[src/rtl/arbitro_mem_dados.sv]
`default_nettype none
// ============================================================================
// Module      : arbitro_mem_dados
// Description : Arbiter/sequencer for the 8-bit x 256 data memory. Shares the
//               memory's single read/write port between requester A (datapath)
//               and requester B (I/O / DMA), and runs a memory-clear sweep on
//               command. It is the only driver of the memory interface.
// Revision    : 1.0 - initial release
// ----------------------------------------------------------------------------
// Configuration macro:
//   FIXED_PRIORITY_EN  defined   -> A always wins ties, no round-robin pointer
//                      undefined -> round-robin between A and B (default)
// ----------------------------------------------------------------------------
// Ports:
//   clk                 clock, all state on rising edge
//   clr                 asynchronous active-low reset
//   req_a / req_b       level requests, held until the matching ack
//   we_a / we_b         1 = write, 0 = read, sampled at grant
//   addr_a / addr_b     access address
//   wdata_a / wdata_b   write data
//   ack_a / ack_b       one-cycle completion pulse (CAPTURE cycle)
//   rdata               read result, valid with ack, held until next read
//   clear_req           start a clear sweep (sampled only in IDLE)
//   clear_done          one-cycle pulse in the IDLE cycle after the sweep
//   busy                high whenever the sequencer is not IDLE
//   mem_read/mem_write  registered memory strobes, never both high
//   mem_endereco        registered memory address
//   mem_dado            registered memory write data
//   mem_saida           memory read data (valid while mem_read is high)
// ----------------------------------------------------------------------------
// Timing: request sampled at IDLE edge N -> ACCESS cycle (strobe high) ->
// CAPTURE cycle with ack and rdata. mem_saida is registered at the end of the
// ACCESS cycle so that rdata is already valid while ack is high.
// ============================================================================
module arbitro_mem_dados #(
  parameter int DATA_W    = 8,
  parameter int ADDR_W    = 8,
  parameter int MEM_DEPTH = 256
) (
  input  logic              clk,
  input  logic              clr,
  input  logic              req_a,
  input  logic              req_b,
  input  logic              we_a,
  input  logic              we_b,
  input  logic [ADDR_W-1:0] addr_a,
  input  logic [ADDR_W-1:0] addr_b,
  input  logic [DATA_W-1:0] wdata_a,
  input  logic [DATA_W-1:0] wdata_b,
  output logic              ack_a,
  output logic              ack_b,
  output logic [DATA_W-1:0] rdata,
  input  logic              clear_req,
  output logic              clear_done,
  output logic              busy,
  output logic              mem_read,
  output logic              mem_write,
  output logic [ADDR_W-1:0] mem_endereco,
  output logic [DATA_W-1:0] mem_dado,
  input  logic [DATA_W-1:0] mem_saida
);

  typedef enum logic [1:0] {
    S_IDLE    = 2'd0,
    S_ACCESS  = 2'd1,
    S_CAPTURE = 2'd2,
    S_CLEAR   = 2'd3
  } state_t;

  localparam logic [ADDR_W-1:0] LAST_ADDR = ADDR_W'(MEM_DEPTH - 1);

  state_t            state;
  logic              sel_b;      // winner of the access in flight (1 = B)
  logic              op_we;      // frozen write-enable of the access in flight
  logic [ADDR_W-1:0] sweep_cnt;  // clear sweep address, wraps back to 0
  logic              grant_b;    // winner select evaluated in IDLE

`ifdef FIXED_PRIORITY_EN
  // B is served only when A is not asking.
  always_comb begin
    grant_b = !req_a;
  end
`else
  logic last_b;  // 1 when the most recent completed access belonged to B

  // A lone requester always wins; on a tie the one not served last wins.
  always_comb begin
    grant_b = req_b && (!req_a || !last_b);
  end
`endif

  always_ff @(posedge clk or negedge clr) begin
    if (!clr) begin
      state        <= S_IDLE;
      sel_b        <= 1'b0;
      op_we        <= 1'b0;
      sweep_cnt    <= '0;
      ack_a        <= 1'b0;
      ack_b        <= 1'b0;
      rdata        <= '0;
      clear_done   <= 1'b0;
      busy         <= 1'b0;
      mem_read     <= 1'b0;
      mem_write    <= 1'b0;
      mem_endereco <= '0;
      mem_dado     <= '0;
`ifdef FIXED_PRIORITY_EN
`else
      last_b       <= 1'b1;  // first tie after reset goes to A
`endif
    end else begin
      // Pulses default low and are raised only for one cycle below.
      ack_a      <= 1'b0;
      ack_b      <= 1'b0;
      clear_done <= 1'b0;
      case (state)
        S_IDLE: begin
          if (clear_req) begin
            state        <= S_CLEAR;
            busy         <= 1'b1;
            mem_write    <= 1'b1;
            mem_dado     <= '0;
            mem_endereco <= sweep_cnt;
          end else if (req_a || req_b) begin
            // Winner's controls are captured here and stay frozen.
            state        <= S_ACCESS;
            busy         <= 1'b1;
            sel_b        <= grant_b;
            op_we        <= grant_b ? we_b : we_a;
            mem_write    <= grant_b ? we_b : we_a;
            mem_read     <= grant_b ? !we_b : !we_a;
            mem_endereco <= grant_b ? addr_b : addr_a;
            mem_dado     <= grant_b ? wdata_b : wdata_a;
          end
        end
        S_ACCESS: begin
          state     <= S_CAPTURE;
          mem_read  <= 1'b0;
          mem_write <= 1'b0;
          if (!op_we) begin
            rdata <= mem_saida;
          end
          ack_a <= !sel_b;
          ack_b <= sel_b;
`ifdef FIXED_PRIORITY_EN
`else
          last_b <= sel_b;
`endif
        end
        S_CAPTURE: begin
          state <= S_IDLE;
          busy  <= 1'b0;
        end
        S_CLEAR: begin
          if (sweep_cnt == LAST_ADDR) begin
            state      <= S_IDLE;
            busy       <= 1'b0;
            mem_write  <= 1'b0;
            clear_done <= 1'b1;
            sweep_cnt  <= '0;
          end else begin
            sweep_cnt    <= sweep_cnt + 1'b1;
            mem_endereco <= sweep_cnt + 1'b1;
          end
        end
        default: begin
          state <= S_IDLE;
        end
      endcase
    end
  end

endmodule
`default_nettype wire

[config.mk]
export PLATFORM = sky130hd
export DESIGN_NAME = arbitro_mem_dados
export DESIGN_NICKNAME = d
export VERILOG_FILES = /design/src/rtl/arbitro_mem_dados.sv
export SDC_FILE = /design/constraint.sdc
export NUM_CORES = 1
export LEC_CHECK = 0
export ABC_AREA = 1
export BUFFER_PORTS_ARGS = -buffer_cell sky130_fd_sc_hd__buf_2
export CELL_PAD_IN_SITES_DETAIL_PLACEMENT = 0
export CELL_PAD_IN_SITES_GLOBAL_PLACEMENT = 2
export CORE_AREA = 2 2 93 95
export CTS_CLUSTER_SIZE = 10
export DETAILED_ROUTE_END_ITERATION = 8
export DIE_AREA = 0 0 95 97
export HOLD_SLACK_MARGIN = 0.02
export MAX_ROUTING_LAYER = met4
export PLACE_DENSITY = 0.85
export SLEW_MARGIN = 20
export SYNTH_ARGS = -nofsm -noshare
export SYNTH_HDL_FRONTEND = slang
export SYNTH_SLANG_ARGS = --single-unit
[constraint.sdc]
create_clock -name clk -period 1.8 [get_ports clk]
set_clock_uncertainty 0.05 [all_clocks]
set_input_delay 0.27 -clock clk [delete_from_list [all_inputs] [get_ports clk]]
set_output_delay 0.27 -clock clk [all_outputs]
set_load 0.01 [all_outputs]
**Word-level counts from Yosys, hierarchy flattened**

Index checks and enable logic that the tools add are counted.

- Latch bits: 0
- Bits in writable memories: 0
- Memories kept: 0
- ROM bits: 0
- Bits of input ports: 47
- Register bits after elaboration: 43
- Word-level logic and storage cells: 77

- Order comparisons: 0
- Multiplexer cells: 29
- Bitwise logic cells: 2
- Reduce and logical (&&, ||, !) cells: 22
- Eq/ne operators: 9
- $add $sub $neg: 1
- Multiply operators: 0
- Shift operators: 0
- Divide/modulo/power cells: 0

Operator list:

| operator | count |
|---|---|
| $mux W8 | 8 |
| $pmux W8 S2 | 1 |
| $reduce_and A3 Y1 | 5 |
| $mux W1 | 13 |
| $add A8 B1 Y8 const B | 1 |
| $eq A8 B8 Y1 const B | 1 |
| $ne A2 B2 Y1 const B | 4 |
| $pmux W2 S4 | 1 |
| $mux W2 | 3 |
| $pmux W1 S3 | 2 |
| $reduce_and A2 Y1 | 3 |
| $reduce_bool A2 Y1 | 3 |
| $reduce_bool A3 Y1 | 2 |
| $logic_not A1 Y1 | 5 |
| $eq A2 B2 Y1 const B | 2 |
| $ne A3 B3 Y1 const B | 1 |
| $eq A2 B1 Y1 const B | 1 |
| $logic_not A2 Y1 | 1 |
| $logic_or A1 B1 Y1 | 2 |
| $not A1 Y1 | 2 |
| $pmux W1 S2 | 1 |
| $logic_and A1 B1 Y1 | 1 |

**Logic depth before layout (Yosys ltp)**

Gate-level depths: netlist (run 1).

- Depth in word-level cells: 7
- Mapped depth: 9
- Mapped depth without buffers: 8

**Least setup slack after synthesis (run 1)**

Ideal clock, no wire load.

- Path type: register to register
- From: reg sweep_cnt[0]
- To: reg busy
- Required time: 1.633 ns
- Stages on the path, launching flop included: 10
- Path slack: 0.439 ns
- Path buffers: 1
- Data arrival time: 1.195 ns
- Path through: dfrtp_1 -> ha_1 -> nand2_2 -> nor2_4 -> nand2_4 -> nand2_4 -> buf_6 -> nand3_2 -> nand2_1 -> nand2_1

- Cells in the longest elaborated chain, start to end: 3

RTL lines:

| element | line | RTL |
|---|---|---|
| start: declaration | 75 | `logic [ADDR_W-1:0] sweep_cnt;` |
| start signal: assignment | 162 | `sweep_cnt <= sweep_cnt + 1'b1;` |
| $eq A8 B8 Y1 | 155 | `if (sweep_cnt == LAST_ADDR) begin` |
| $ne A2 B2 Y1 (no source line) | -- |  |
| $reduce_and A3 Y1 (no source line) | -- |  |
| end signal: assignment | 127 | `busy <= 1'b1;` |
| end signal: assignment | 152 | `busy <= 1'b0;` |
| end signal: assignment | 157 | `busy <= 1'b0;` |
| end: declaration | 55 | `output logic busy,` |

No other way between the ends.
A chain may end at the register's enable or synchronous reset.

**Final worst setup path (run 1)**

- From: reg last_b
- To: reg mem_write

- Cells in the longest elaborated chain, start to end: 7

RTL lines:

| element | line | RTL |
|---|---|---|
| start: declaration | 84 | `logic last_b;` |
| start signal: assignment | 147 | `last_b <= sel_b;` |
| $logic_not A1 Y1 | 88 | `grant_b = req_b && (!req_a \|\| !last_b);` |
| $logic_or A1 B1 Y1 | 88 |  |
| $logic_and A1 B1 Y1 | 88 |  |
| $mux W1 | 130 | `mem_write <= grant_b ? we_b : we_a;` |
| $mux W1 | 124 | `end else if (req_a \|\| req_b) begin` |
| $mux W1 | 118 | `if (clear_req) begin` |
| $pmux W1 S3 | 116 | `case (state)` |
| end signal: assignment | 130 |  |
| end: declaration | 57 | `output logic mem_write,` |

No other way between the ends. The select of a mux whose other input is x is not followed.

==> results_dict.tcl, run 1 <==
set metrics [dict create \
    cts_resized 0 \
    overflow 0 \
    power_density_nw_per_um2 704 \
    antenna_left 0 \
    root_buffer "clkbuf_8" \
    clockBufferDepth 2 \
    finalWorstSetupSlack_ns 0.222 \
    rsz0062_at_grt "false" \
    yosysUniqueCellTypes 26 \
    path_class "flip-flop to flip-flop" \
    max_stage_delay_ns 0.54 \
    die_x_um 95 \
    clock.fmax_ghz 0.634 \
    insertion_delay_ns 0.29 \
    fin_crit_sh_pct 87.7 \
    cts_htree_levels 2 \
    period_minus_slack_ns 1.58 \
    viasPerCell 4.44 \
    design_area_um2 2850 \
    drt_iter0_markers 58 \
    synth_area_um2 2230 \
    grt_pass1_vias 2087 \
    path_common_cell "nand2_1" \
    num_rows 33 \
    grt_use_total_pct 14.6 \
    num_vias 2024 \
    failed_checks "negative hold slack" \
    avgSynthCellArea_um2 8.28 \
    drv_slew 0 \
    arrival_ns 1.72 \
    n_fill_cell 883 \
    setup-tns-final_ns 0 \
    post-place-ws_ns 0.194 \
    ys_seq_area_share_pct 48.3 \
    crit_path_top_delay_cell "dfstp_2" \
    clk_pin_slew_ns 0.08 \
    placed_area_um2 2720 \
    port_buffers 76 \
    setup_violations 0 \
    fp.coreArea_um2 8130 \
    postCtsSetupBuffers 0 \
    ctsHoldBuffers 0 \
    fin_util_pct 35.0 \
    fin_hold_ws_ns -0.00769 \
    nets 398 \
    drv_cap 0 \
    grt_pass1_wl_mm 10.3 \
    wl_per_cell_um 13.2 \
    final_layout_size_suffix_gt1_share_pct 32.8 \
    power_uw 2010 \
    syn_inst 269 \
    crit_required_ns 1.94 \
    slew_headroom_pct 62.9 \
    cts_tree "done" \
    crit_fanout 18 \
    status "finished, violations left" \
    diodes 0 \
    crit_chain "nand2_2 > nand2_4 > inv_2 > nand2_1 > nand2_1 > a21oi_1 > nand2_1" \
    wl_mm 6.03 \
    dpl.hpwl_mm 4.51 \
    dr.pass1.iters 4 \
    startpoint_type "flip-flop" \
    synth_warnings 0 \
    hold_violations 8 \
    tightest_slew_ns 0.557 \
    end_kind "flip-flop" \
    die_h_um 97 \
    ys_seq_elements 43 \
    min_path_type "input port to async pin" \
    clock-sinks 43 \
    dieArea_um2 9220 \
    syn_nets 317 \
    io_pins 77 \
    cts_buffers 5 \
    p_leak_uw 0.00151 \
    start_util_pct 27.4 \
    drc 0 \
    vdd_drop_max_v 0.000256 \
    routabilityCongestion 0.814 \
    synthToLayoutAreaGrowth_pct 27.8 \
    grt_max_degree 44 \
    antenna_found_initial 0 \
]
-- routing by layer --
layer / wire [um] / up-vias / GRT usage, %
met5: 0 / - / -
met4: 75 / 0 / 4.12
met3: 298 / 5 / 2.41
met2: 2770 / 61 / 22.3
met1: 2890 / 919 / 19.9
li1: - / 1039 / -
-- area by class of cell --
class                   count  area (um^2)  share of cell area [%]
inverters                  23         86.3                    3.03
flip-flops and latches     43         1080                    37.8
clock buffers               6         72.6                    2.55
well taps                 105          131                    4.61
clock inverters             2         60.1                    2.11
multi-input cells         194          988                    34.7
repair buffers             83          433                    15.2
-- worst paths after layout --
| kind | startpoint | endpoint | slack (ns) | depth (start not counted) |
|---|---|---|---|---|
| worst max-delay path | last_b | mem_write | 0.22 | 7 |
| worst min-delay path | clr | sweep_cnt[2] | -0.008 | 2 |
| worst max register to register | last_b | mem_write | 0.22 | 7 |
| worst min register to register | sel_b | ack_a | 0.39 | 1 |
| max in group asynchronous | clr | mem_endereco[7] | 1.33 | 2 |
| min in group clk | mem_saida[5] | rdata[5] | 0.15 | 2 |
-- registers in the layout (all words and copies together), names as in the netlist --
name          cells
clear_done        1
ack_b             1
ack_a             1
state             2
sel_b             1
mem_dado          8
sweep_cnt         8
last_b            1
mem_read          1
mem_write         1
op_we             1
rdata             8
busy              1
mem_endereco      8
-- worst max-delay path: cells and delay by family (launching register included) --
family	cells	cell delay, ns
DFF	1	0.54
and+or+nand+nor	5	0.63
buffers and inverters	1	0.13
AOI/OAI and AO/OA	1	0.12
-- placed cells by master (no fill, tap or decap), drive strengths merged, types with 6 or more instances in the layout --
cell type and count:
buf 83, nand3 40, o21ai 30, nor2 23
a21oi 8, inv 23, nand2 77, mux2 8
dfrtp 42, clkbuf 6
-- power breakdown --
group	total (uW)	switching, uW	internal (uW)
clock network	887	332	555
logic	142	79.0	62.6
registers	978	3.85	974
total	2010	415	1590
-- synthesized netlist by cell type --
| cell | n | area share (%) |
|---|---|---|
| ha_1 | 1 | 0.56 |
| o22ai_1 | 2 | 0.56 |
| nand3_2 | 1 | 0.45 |
| nand3_1 | 39 | 8.8 |
| o21ai_0 | 28 | 6.3 |
| inv_2 | 3 | 0.51 |
| mux2_2 | 8 | 4.0 |
| nor2_4 | 3 | 1.5 |
| and2_1 | 1 | 0.28 |
| buf_6 | 3 | 1.5 |
| buf_2 | 1 | 0.22 |
| nand3b_1 | 2 | 0.67 |
| o21a_1 | 1 | 0.34 |
| nand2_1 | 70 | 12 |
| o21bai_1 | 1 | 0.34 |
| a21oi_1 | 8 | 1.8 |
| nand2_4 | 4 | 2.0 |
| inv_1 | 20 | 3.4 |
| nor2_2 | 1 | 0.28 |
| o21ai_1 | 1 | 0.22 |
| nor2_1 | 19 | 3.2 |
| nand2_2 | 3 | 0.84 |
| dfstp_2 | 1 | 1.2 |
| buf_4 | 5 | 1.7 |
| dfrtp_1 | 42 | 47 |
| o21ai_2 | 1 | 0.39 |
-- cells by family (layout without fill, tap and decap cells) --
| kind of cell | count (synthesis) | count (layout) | share of synthesized area, % |
|---|---|---|---|
| muxes | 8 | 8 | 4.04 |
| AOI/OAI and AO/OA | 42 | 42 | 9.94 |
| DFF | 43 | 43 | 48.3 |
| buffers and inverters | 32 | 114 | 7.30 |
| and+or+nand+nor | 143 | 143 | 29.8 |
| adders and majority gates | 1 | 1 | 0.561 |
-- through the flow --
step	hold WS [ns]	cells
floorplan	-0.0756	269
global placement	0.337	448
detailed placement	0.351	448
CTS	0.0207	456
global route	0.0459	456
finish	-0.00769	456
Power figures use the tool's default switching activity.
==> inputs of run 2 (changes only) <==
Settings changed: CORE_AREA 2 2 93 95 to 2 2 98 100, DIE_AREA 0 0 95 97 to 0 0 100 102, PLACE_DENSITY 0.85 to 0.81.
Clock period 1.8 ns to 1.4 ns, I/O delays scaled along.
==> run 2 against run 1 <==
The flow now finishes without violations. Global-route usage decreased by 1.6 points. Via count increased by 7.2%. Routed wire length increased by 6.6%. Combinational power increased by 51%.
==> results_dict.tcl, run 2 (same netlist as run 1, synthesis figures left out) <==
set metrics [dict create \
    final_cell_mix "buf_2 (76), nand2_1 (69), dfrtp_1 (42)" \
    pwr-share-comb_pct 9.4 \
    insertion_delay_ns 0.30 \
    max_stage_delay_ns 0.56 \
    final_layout_size_suffix_gt1_share_pct 39.0 \
    power_uw 2270 \
    overflow 0 \
    status "completed" \
    end_kind "flip-flop" \
    drv_cap 0 \
    holdPathStages 2 \
    viasPerCell 4.45 \
    io_pins 77 \
    p_leak_uw 0.00164 \
    rr_worst_depth 8 \
    diodes 0 \
    clk_pin_slew_ns 0.08 \
    fin_hold_ws_ns 0.0871 \
    antenna_found_initial 0 \
    clockBufferDepth 2 \
    num_rows 35 \
    drc 0 \
    grt_pass1_wl_mm 10.1 \
    final_common_cell "buf_2" \
    antenna_left 0 \
    die_x_um 100 \
    swShare_pct 24.8 \
    seq_power_share_pct 55.4 \
    crit_chain "nand2_4 > nand2_4 > buf_6 > nand2_1 > nand3_1 > nand2_1 > nand3_1 > nand2_1" \
    crit_buf_inv 1 \
    grt_use_total_pct 13.0 \
    crit_required_ns 1.54 \
    clock-sinks 43 \
    arrival_ns 1.52 \
    drv_slew 0 \
    fp.coreArea_um2 9110 \
    internal-power_uw 1710 \
    vdd_drop_max_v 0.000302 \
    setup_violations 0 \
    power.switching_uw 563 \
    grt_max_degree 19 \
    tightest_slew_ns 0.442 \
    regArea_um2 1080 \
    clkPwrFrac_pct 35.1 \
    period_minus_slack_ns 1.37 \
    design_area_um2 3110 \
    dieArea_um2 10200 \
    wl_per_cell_um 13.2 \
    path_class "flip-flop to flip-flop" \
    dpl.hpwl_mm 4.95 \
    routabilityCongestion 0.830 \
    hold_violations 0 \
    crit_cells 8 \
    nets 424 \
    num_vias 2170 \
    path_common_cell "nand2_1" \
    crit_path_top_delay_cell "dfstp_2" \
    multi_input_area_um2 1030 \
    cts_htree_levels 2 \
    crit_fanout 6 \
    power_density_nw_per_um2 729 \
    port_buffers 76 \
    min_path_type "input port to flip-flop" \
    grt_pass1_vias 2110 \
    n_fill_cell 1018 \
    dr.pass1.iters 4 \
    fin_crit_sh_pct 97.9 \
    cts_buffers 5 \
    cts_tree "done" \
    r2r_setup_slack_ns 0.03 \
    cp_top_family "flip-flops" \
    root_buffer "clkbuf_8" \
    wl_mm 6.43 \
    slew_headroom_pct 70.5 \
    clock.fmax_ghz 0.729 \
    die_h_um 102 \
    start_util_pct 24.5 \
    rsz0062_at_grt "true" \
    drt_iter0_markers 83 \
    startpoint_type "flip-flop" \
    setup-tns-final_ns 0 \
    synthToLayoutAreaGrowth_pct 39.7 \
    placed_area_um2 2870 \
]
-- run 2: final cells by class --
| class | instances | area share [%] |
|---|---|---|
| flip-flops and latches | 43 | 34.6 |
| multi-input cells | 194 | 33.1 |
| repair buffers | 109 | 22.2 |
| well taps | 111 | 4.46 |
| inverters | 23 | 2.85 |
| clock buffers | 6 | 2.33 |
| clock inverters | 2 | 0.402 |
-- run 2: layer usage --
layer	up-vias	GRT usage (%)	wire length (um)
met4	0	3.16	26
met2	63	22.4	3210
li1	1098	-	-
met1	1005	15.6	2860
met3	4	3.01	341
met5	-	-	0
-- run 2: metrics by stage --
step	cells	setup WS (ns)	utilization (%)
after floorplan	269	0.0387	-
after global placement	469	0.0193	31.6
after detailed placement	469	-0.0107	31.6
after CTS	478	0.0109	32.7
after global routing	488	-0.0491	34.2
final	488	0.0288	34.2
-- run 2: path summary, 6_finish.rpt --
kind                         startpoint               to
setup / recovery                 last_b  mem_endereco[7]
hold / removal             mem_saida[0]         rdata[0]
setup reg to reg                 last_b  mem_endereco[7]
hold reg to reg                   sel_b            ack_a
max in group asynchronous           clr         rdata[7]
min in group asynchronous           clr  mem_endereco[5]
-- run 2: repair_timing --
item | 4_1_cts | 5_1_grt
endpoints found under the hold margin | 13 | 0
hold buffers | 1 | 0
gates resized for setup | 2 | 17
pin swaps | 0 | 5
setup endpoints to repair | 9 | 27
setup buffers | 0 | 10
-- run 2: power groups by stage --
stage / combinational, uW / sequential [uW] / clock, uW
3_3_place_gp: 202 / 1280 / 0
3_5_place_dp: 204 / 1280 / 0
6_report: 214 / 1260 / 797
5_1_grt: 240 / 1260 / 874
4_1_cts: 207 / 1260 / 820
2_1_floorplan: 66.2 / 1290 / 0
==> inputs of run 3 (changes only) <==
Settings changed: PLACE_DENSITY 0.81 to 0.71.
==> run 3 against run 2 <==
Sequential share of layout area shrank 0.63 points. First-iteration DRC count shrank 25%. Final cell count rose by 0.61%. Setup slack lost 0.016 ns. Hold slack lost 0.0063 ns. Via count down 2.3%. Global-route usage up 0.73 points. Critical endpoint is now mem_endereco[4]. Largest cell class is now multi-input combinational cells. Largest power group unchanged.
==> results_dict.tcl, run 3 (same netlist as run 1, synthesis figures left out) <==
set metrics [dict create \
    crit_required_ns 1.55 \
    grt_max_degree 36 \
    start_util_pct 24.5 \
    clockBufferDepth 2 \
    clk_pin_slew_ns 0.09 \
    fin_hold_ws_ns 0.0808 \
    dr.pass1.iters 4 \
    vdd_drop_max_v 0.000401 \
    cts_buffers 5 \
    die_x_um 100 \
    period_minus_slack_ns 1.39 \
    num_rows 35 \
    clock.fmax_ghz 0.721 \
    clock-sinks 43 \
    crit_buf_inv 1 \
    synthToLayoutAreaGrowth_pct 42.4 \
    internal-power_uw 1710 \
    cts_htree_levels 2 \
    setup-tns-final_ns 0 \
    root_buffer "clkbuf_8" \
    fp.coreArea_um2 9110 \
    clkPwrFrac_pct 35.9 \
    grtUsageMet1_pct 17.1 \
    tightest_slew_ns 0.392 \
    holdPathStages 2 \
    final_common_cell "buf_2" \
    startpoint_type "flip-flop" \
    max_stage_delay_ns 0.58 \
    die_h_um 102 \
    power_density_nw_per_um2 725 \
    status "completed" \
    fin_crit_sh_pct 99.1 \
    grt_pass1_wl_mm 10.6 \
    r2r_setup_slack_ns 0.01 \
    cp_top_family "flip-flops" \
    p_leak_uw 0.00166 \
    overflow 0 \
    insertion_delay_ns 0.30 \
    drc 0 \
    port_buffers 76 \
    post-place-ws_ns -0.103 \
    crit_cells 8 \
    min_path_type "input port to flip-flop" \
    dpl.hpwl_mm 4.90 \
    rr_worst_depth 8 \
    diodes 0 \
    drt_iter0_markers 62 \
    seq_power_share_pct 54.6 \
    path_common_cell "nand2_1" \
    wl_mm 6.56 \
    final_cell_mix "buf_2 (76), nand2_1 (65), dfrtp_1 (41)" \
    grt_pass1_vias 2107 \
    crit_path_top_delay_cell "dfstp_2" \
    antenna_left 0 \
    fin_cells 491 \
    gr-usage-met2_pct 23.1 \
    reg2reg_to "mem_endereco[4]" \
    grt_busiest_layer "met2" \
    dieArea_um2 10200 \
    pwr-share-comb_pct 9.5 \
    crit_chain "nand2_4 > buf_12 > nand3_1 > nand3_1 > nand2_1 > nand2_2 > nand2_1 > nand2_1" \
    r2r-start "last_b" \
    cts_tree "done" \
    regArea_um2 1080 \
    n_fill_cell 974 \
    startpoint "last_b" \
    slew_headroom_pct 73.9 \
    use_met3_pct 3.15 \
    multi_input_area_um2 1090 \
    antenna_found_initial 0 \
    nets 427 \
    setup_violations 0 \
    power.switching_uw 595 \
    hold_violations 0 \
    hold_end "rdata[5]" \
    wl_per_cell_um 13.4 \
    drv_cap 0 \
    viasPerCell 4.32 \
    final_layout_size_suffix_gt1_share_pct 42.4 \
    post-place-cells 472 \
    end_kind "flip-flop" \
    arrival_ns 1.53 \
    crit_fanout 7 \
    finalWorstSetupSlack_ns 0.0124 \
    rsz0062_at_grt "true" \
    io_pins 77 \
    path_class "flip-flop to flip-flop" \
    routabilityCongestion 0.744 \
    hold_start "mem_saida[5]" \
    swShare_pct 25.8 \
    num_vias 2121 \
    drv_slew 0 \
    grt_use_total_pct 13.8 \
]
-- run 3: what timing repair did --
item                       4_1_cts  5_1_grt
setup endpoints to repair       20       31
resized for setup               12       19
setup buffers                    6        3
cloned                           0        1
pin swaps                        5        5
hold endpoints to repair        42        0
hold buffers                     1        0
-- run 3: power by group through the flow --
stage	clock network [uW]	registers, uW	logic [uW]
3_5_place_dp	0	1280	204
2_1_floorplan	0	1290	66.2
5_1_grt	919	1260	245
6_report	827	1260	218
3_3_place_gp	0	1280	203
4_1_cts	865	1260	219
-- run 3: worst register-to-register path, cell delays in order, from the launching register on --
cell and delay [ns]:
dfstp_2 0.58, nand2_4 0.10, buf_12 0.15, nand3_1 0.07, nand3_1 0.08, nand2_1 0.09
nand2_2 0.06, nand2_1 0.06, nand2_1 0.04
-- run 3: layout make-up --
class                           count  share of cell area, %
Timing Repair Buffer              111                   21.6
Multi-Input combinational cell    195                   34.2
Tap cell                          111                   4.38
Sequential cell                    43                   34.0
Inverter                           23                   3.00
Clock buffer                        5                   2.17
Clock inverter                      3                  0.631
-- run 3: how the worst max path moves through the flow --
stage	end
after floorplan	busy
after global placement	mem_endereco[5]
after detailed placement	mem_endereco[5]
after CTS	mem_endereco[6]
after global routing	mem_endereco[6]
final	mem_endereco[4]
-- run 3: per-layer routing --
layer,share of wire [%],wire (um)
met1,46,3000
met2,49,3240
met3,4.0,264
met4,0.85,56
met5,0,0
-- run 3: per-stage QoR --
stage / instance area [um^2] / power (uW) / utilization, %
2_1_floorplan: 2230 / 1360 / -
3_3_place_gp: 2900 / 1480 / 31.8
3_5_place_dp: 2900 / 1490 / 31.8
4_1_cts: 3090 / 2340 / 33.9
5_1_grt: 3170 / 2420 / 34.8
6_report: 3170 / 2300 / 34.8
